==> src/rtl/pipe_hazard_unit.sv <==
// pipe_hazard_unit: operand forwarding, load-use stall and branch flush
// control for the in-order RV32 pipeline. Optional macro: HAZARD_PERF_EN.
module pipe_hazard_unit #(
    parameter int PIPE_DEPTH   = 3,
    parameter int LOAD_LAT     = 1,
    parameter int FLUSH_CYCLES = 2,
    parameter int SELW         = $clog2(PIPE_DEPTH + 1)
) (
    input  logic            clk,
    input  logic            rst,
    input  logic            id_valid,
    input  logic [4:0]      id_rs1,
    input  logic [4:0]      id_rs2,
    input  logic            id_rs1_used,
    input  logic            id_rs2_used,
    input  logic [4:0]      id_rd,
    input  logic            id_we,
    input  logic            id_is_load,
    input  logic            ex_br_taken,
    output logic            stall,
    output logic            flush,
    output logic            issue,
    output logic [SELW-1:0] fwd_a_sel,
    output logic [SELW-1:0] fwd_b_sel
`ifdef HAZARD_PERF_EN
    ,
    output logic [31:0]     perf_stall_cnt,
    output logic [31:0]     perf_flush_cnt,
    output logic [31:0]     perf_fwd_cnt
`endif
);
    localparam int CW = $clog2(FLUSH_CYCLES + 1);

    logic [PIPE_DEPTH-1:0] r_vld;
    logic [PIPE_DEPTH-1:0] r_we;
    logic [PIPE_DEPTH-1:0] r_ld;
    logic [4:0]            r_rd [PIPE_DEPTH];
    logic [CW-1:0]         r_cnt;

    logic            w_flush;
    logic            w_stall;
    logic            w_issue;
    logic [SELW-1:0] w_a_sel;
    logic [SELW-1:0] w_b_sel;
    logic            w_a_ldu;
    logic            w_b_ldu;

    // Youngest producer per operand: scan oldest first so the smallest
    // matching index is the one left standing.
    always_comb begin
        w_a_sel = '0;
        w_b_sel = '0;
        w_a_ldu = 1'b0;
        w_b_ldu = 1'b0;
        for (int k = PIPE_DEPTH - 1; k >= 0; k--) begin
            if (r_vld[k] && r_we[k] && r_rd[k] != 5'd0) begin
                if (id_rs1_used && r_rd[k] == id_rs1) begin
                    w_a_sel = SELW'(k + 1);
                    w_a_ldu = r_ld[k] && (k < LOAD_LAT);
                end
                if (id_rs2_used && r_rd[k] == id_rs2) begin
                    w_b_sel = SELW'(k + 1);
                    w_b_ldu = r_ld[k] && (k < LOAD_LAT);
                end
            end
        end
    end

    assign w_flush = ex_br_taken | (r_cnt != '0);
    assign w_stall = id_valid & (w_a_ldu | w_b_ldu) & ~w_flush;
    assign w_issue = id_valid & ~w_stall & ~w_flush;

    assign stall     = w_stall;
    assign flush     = w_flush;
    assign issue     = w_issue;
    assign fwd_a_sel = w_a_sel;
    assign fwd_b_sel = w_b_sel;

    // Tracked stages always advance; entry 0 takes the issued op or a bubble.
    always_ff @(posedge clk) begin
        if (rst) begin
            r_vld <= '0;
            r_we  <= '0;
            r_ld  <= '0;
            for (int k = 0; k < PIPE_DEPTH; k++) begin
                r_rd[k] <= 5'd0;
            end
        end else begin
            for (int k = 1; k < PIPE_DEPTH; k++) begin
                r_vld[k] <= r_vld[k-1];
                r_we[k]  <= r_we[k-1];
                r_ld[k]  <= r_ld[k-1];
                r_rd[k]  <= r_rd[k-1];
            end
            r_vld[0] <= w_issue;
            r_we[0]  <= w_issue & id_we;
            r_ld[0]  <= w_issue & id_is_load;
            r_rd[0]  <= w_issue ? id_rd : 5'd0;
        end
    end

    // Flush window: a taken branch (re)starts the countdown.
    always_ff @(posedge clk) begin
        if (rst) begin
            r_cnt <= '0;
        end else if (ex_br_taken) begin
            r_cnt <= CW'(FLUSH_CYCLES - 1);
        end else if (r_cnt != '0) begin
            r_cnt <= r_cnt - 1'b1;
        end
    end

`ifdef HAZARD_PERF_EN
    logic [31:0] r_perf_stall;
    logic [31:0] r_perf_flush;
    logic [31:0] r_perf_fwd;
    logic        w_fwd_hit;

    assign w_fwd_hit = w_issue & ((w_a_sel != '0) | (w_b_sel != '0));

    // Saturating event counters.
    always_ff @(posedge clk) begin
        if (rst) begin
            r_perf_stall <= '0;
            r_perf_flush <= '0;
            r_perf_fwd   <= '0;
        end else begin
            if (w_stall && r_perf_stall != '1)
                r_perf_stall <= r_perf_stall + 1'b1;
            if (w_flush && r_perf_flush != '1)
                r_perf_flush <= r_perf_flush + 1'b1;
            if (w_fwd_hit && r_perf_fwd != '1)
                r_perf_fwd <= r_perf_fwd + 1'b1;
        end
    end

    assign perf_stall_cnt = r_perf_stall;
    assign perf_flush_cnt = r_perf_flush;
    assign perf_fwd_cnt   = r_perf_fwd;
`endif

endmodule

==> config.mk <==
export PLATFORM = sky130hd
export DESIGN_NAME = pipe_hazard_unit
export DESIGN_NICKNAME = d
export VERILOG_FILES = /design/src/rtl/pipe_hazard_unit.sv
export SDC_FILE = /design/constraint.sdc
export NUM_CORES = 1
export LEC_CHECK = 0
export BUFFER_PORTS_ARGS = -buffer_cell sky130_fd_sc_hd__buf_2
export CAP_MARGIN = 40
export CORE_MARGIN = 2
export CORE_UTILIZATION = 45
export CTS_CLUSTER_SIZE = 30
export DETAILED_ROUTE_END_ITERATION = 8
export HOLD_SLACK_MARGIN = 0.08
export PLACE_DENSITY = 0.68
export RECOVER_POWER = 25
export SKIP_CTS_REPAIR_TIMING = 1
export SLEW_MARGIN = 20
export SYNTH_ARGS = -nofsm -noshare
export SYNTH_HDL_FRONTEND = slang
export SYNTH_SLANG_ARGS = --single-unit
==> constraint.sdc <==
create_clock -name clk -period 2.5 [get_ports clk]
set_input_delay 0 -clock clk [delete_from_list [all_inputs] [get_ports clk]]
set_output_delay 0 -clock clk [all_outputs]
set_load 0.1 [all_outputs]
Word-level counts from Yosys, hierarchy flattened
Memories as Yosys holds them, arrays and structs flattened.
Cells that the tools add are included.
{"block": "classes", "reduce_logical": 18, "multipliers": 0, "n_lt_le_gt_ge": 0, "n_mux": 25, "add_sub_neg": 1, "shift": 0, "eq_ne": 6, "bitwise": 13, "div": 0}
{"cell": "equality test 5 bit", "count": 6}
{"cell": "2-to-1 mux 2 bit", "count": 12}
{"cell": "2-to-1 mux 5 bit", "count": 4}
{"cell": "nonzero test 5 bit", "count": 3}
{"cell": "logical AND 1 bit", "count": 12}
{"cell": "2-to-1 mux 1 bit", "count": 9}
{"cell": "bitwise AND 1 bit", "count": 6}
{"cell": "OR 1 bit", "count": 5}
{"cell": "nonzero test 2 bit", "count": 2}
{"cell": "NOT 1 bit", "count": 2}
{"cell": "OR reduction 2 bit", "count": 1}
{"cell": "subtractor 2 x 1 -> 2 bit (second input constant)", "count": 1}
{"block": "totals", "word_cells": 69, "output_inout_bits": 7, "ramBits": 15, "latch_bits": 0, "regBits": 9, "memories": 1, "inputBits": 23, "rom_bits": 0}
{"name": "r_rd", "depth": 3, "width": 5, "rd": 3, "rd_ports_with_merged_regs": 0, "write_ports": 3, "line": "37", "rtl": "logic [4:0] r_rd [PIPE_DEPTH];"}

Depth between registers and ports, before layout
An unclocked memory read counts as a cell.
{"block": "depth", "ltp_word": 13, "mapped_depth": 6, "ltp_nobuf": 5}

Least setup slack after synthesis
OpenSTA, ideal clock, no wires.
{"block": "synth_timing", "path_type": "register to output", "startpoint": "memory r_rd[0][0]", "endpoint": "output port fwd_b_sel[1]", "arrival_time_ns": 3.288, "path_buffers": 0, "stages_incl_launch_ff": 5, "path_slack_ns": -0.788, "t_required_ns": 2.500, "path_cell_list": "dfxtp_1 > or3_1 > o311a_4 > nand2_1 > a21boi_0"}
{"item": "from (decl)", "line": "37"}
{"item": "to (decl)", "line": "24", "rtl": "output logic [SELW-1:0] fwd_b_sel"}

==> impl_metrics.yaml <==
outcome:
  outcome: "finished clean"
worst_setup_path:
  rr_startpoint: "r_rd[0][3]"
  worstSetupStartpoint: "r_rd[0][3]"
  cp.required_ps: 2500
  worstSetupStartpointType: "register"
  path_cells: "xor2_1, nor4_1, and3_1, o211a_2, nor2b_2, clkbuf_4"
  critPathMaxFanout: 10
  slowest_delay_ps: 370
  crit_arrival_ps: 2310
  end_kind: "output port"
  criticalPathCategory: "register to output port"
  critPathSlowestCell: "dfxtp_1"
grt:
  grtUsageTotal: 0.166
  overflow: 0
  first_global_vias: 883
  grt_max_degree: 25
  antenna_found_initial: 0
  grt_pass1_wl_mm: 4.16
placement:
  dpl.cell_count: 178
  numPortBuffers: 29
  gp_congestion: 0.875
  place_hpwl_mm: 2.02
hold_path:
  hold_path_class: "input port to register"
  min_from: "rst"
cells_and_area:
  fin_nets: 185
  area.growth.synth_to_final_pct: 23.7
  instances_no_fill: 190
  diodes: 0
  drive_above_1_share: 0.281
  final_core_util: 0.598
clocking:
  root_buffer: "clkbuf_4"
  htreeDepth: 1
  cts_tree: "yes"
  numCtsBuffers: 3
  cts.clk_slew.worst_paths_ps: 130
  cts_sinks: 24
  clkLatencyLatePin_ps: 310
  clock_path_buffers: 2
power:
  leakage_nw: 0.616
  combPwrFrac: 0.179
  p_int_mw: 0.538
  powerDensity_nw_per_um2: 481
  peakVddDrop_mv: 0.353
  switching_share: 0.265
  clockPowerShare: 0.275
  power.switching_mw: 0.194
  power_frac_seq: 0.546
die:
  die_h_um: 56.3
  die_w_um: 56.3
  die_area_um2: 3170
  io_pins: 30
  num_rows: 18
  start_util: 0.484
  core_um2: 2540
timing:
  finalCriticalPeriod_ps: 2310
  slew_headroom: 0.627
  max_freq_mhz: 432
  hold_viol_final: 0
  rsz0062_at_grt: "no"
  maxSlewViolCount: 0
  setup_violations: 0
  worst_clock_skew_ps: 4.79
  min_period_over_period: 0.926
  worstMarginPinSlew_ps: 558
detailed_routing:
  detail-route-antenna-nets: 0
  drc: 0
  dr.pass1.iters: 4
  detail_route.iter0.violations: 24
  vias_per_cell: 5.17
  vias: 983
  routed_wl_mm: 2.68
  wl_per_cell_um: 14.1
yosys:
  synth.area.top_cells: "dfxtp_1, xnor2_1, nor4b_2"
  synth_nets: 146
  async_flop_share: 0
  yosysMostFrequentCell: "dfxtp_1"
  ys_seq_elements: 24
  synth_top_area_cell: "dfxtp_1"
  synth_area_um2: 1230
  synth_warnings: 0
  synth_edf_count: 0
  yosysTopAreaCellShare: 0.390
  synthCells: 122
  yosys.cell_types.count: 29
  yosys_most_used_dff: "dfxtp_1"
  seq_area_frac_synth: 0.390
  syn_area_per_cell_um2: 10.1
  synthTopCellsByCount: "dfxtp_1, xnor2_1, nor2b_1, xor2_1, nor4b_2"
job:
  maxCapViolations: 0
[metal layers]
layer / wire length, um / up-vias / global-route usage
li1: - / 500 / -
met1: 1190 / 460 / 0.215
met2: 1400 / 23 / 0.287
met3: 89 / 0 / 0.0415
met4: 0 / 0 / 0.0204
met5: 0 / - / 0
[sequential cells by signal, indices dropped and copies added (netlist names)]
register  cells
r_cnt         2
r_ld          1
r_rd         15
r_vld         3
r_we          3
[area by class of cell]
class	count	area [um^2]
Timing Repair Buffer	37	228
Multi-Input combinational cell	93	733
Fill cell	232	1020
Clock buffer	4	36.3
Sequential cell	24	480
Tap cell	30	37.5
Inverter	2	7.51
[critical path, delay by kind of cell, from the launching register on]
family / cells / cell delay [ps]
simple gates: 3 / 750
flops: 1 / 370
compound gates: 1 / 360
buf+inv: 1 / 340
xor+xnor: 1 / 170
[power by group through the flow]
stage	logic, mW	clock network (mW)	registers, mW
global placement	0.117	0	0.408
floorplan	0.0820	0	0.406
CTS	0.121	0.209	0.400
finish	0.131	0.201	0.400
global route	0.142	0.220	0.401
detailed placement	0.120	0	0.408
[cells in the final DEF, fill, tap and decap left out, types with 2 or more instances in the layout]
master | netlist | layout
nor4_1 | 3 | 3
xnor2_1 | 19 | 19
or3_1 | 2 | 2
nor2_1 | 5 | 4
nor2b_1 | 15 | 14
nand2_1 | 4 | 4
o211ai_1 | 2 | 2
inv_1 | 2 | 2
or4_1 | 2 | 2
xor2_1 | 12 | 12
buf_2 | 0 | 28
dlygate4sd3_1 | 0 | 8
clkbuf_4 | 0 | 4
nor4b_2 | 7 | 7
and3_1 | 2 | 2
a21oi_1 | 2 | 2
dfxtp_1 | 24 | 24
nand4_1 | 3 | 3
nor3_1 | 4 | 4
[logic make-up (layout without fill, tap and decap cells)]
group,after synthesis,after routing,share of synthesized area
xor gates and xnor gates,31,31,0.221
buffers and inverters,5,43,0.0213
DFF,24,24,0.390
AOI/OAI and AO/OA,10,10,0.0671
and+or+nand+nor,51,51,0.291
adders and majority gates,1,1,0.0102
[path summary, 6_finish.rpt]
kind | endpoint | slack, ps | depth (start not counted)
min | r_we[2] | 120 | 2
max | stall | 190 | 6
min reg2reg | r_we[2] | 480 | 1
max reg2reg | r_rd[0][4] | 830 | 5
[metrics by stage]
| step | setup slack [ps] | hold slack, ps | setup TNS, ps | area [um^2] | power [mW] |
|---|---|---|---|---|---|
| global route | 40.5 | 139 | 0 | 1520 | 0.764 |
| finish | 186 | 120 | 0 | 1520 | 0.732 |
| detailed placement | 368 | 214 | 0 | 1400 | 0.529 |
| CTS | 22.2 | -130 | 0 | 1440 | 0.730 |
| floorplan | -58.7 | 71.6 | -94.0 | 1240 | 0.488 |
| global placement | 489 | 204 | 0 | 1400 | 0.525 |
Power figures use the tool's default switching activity.
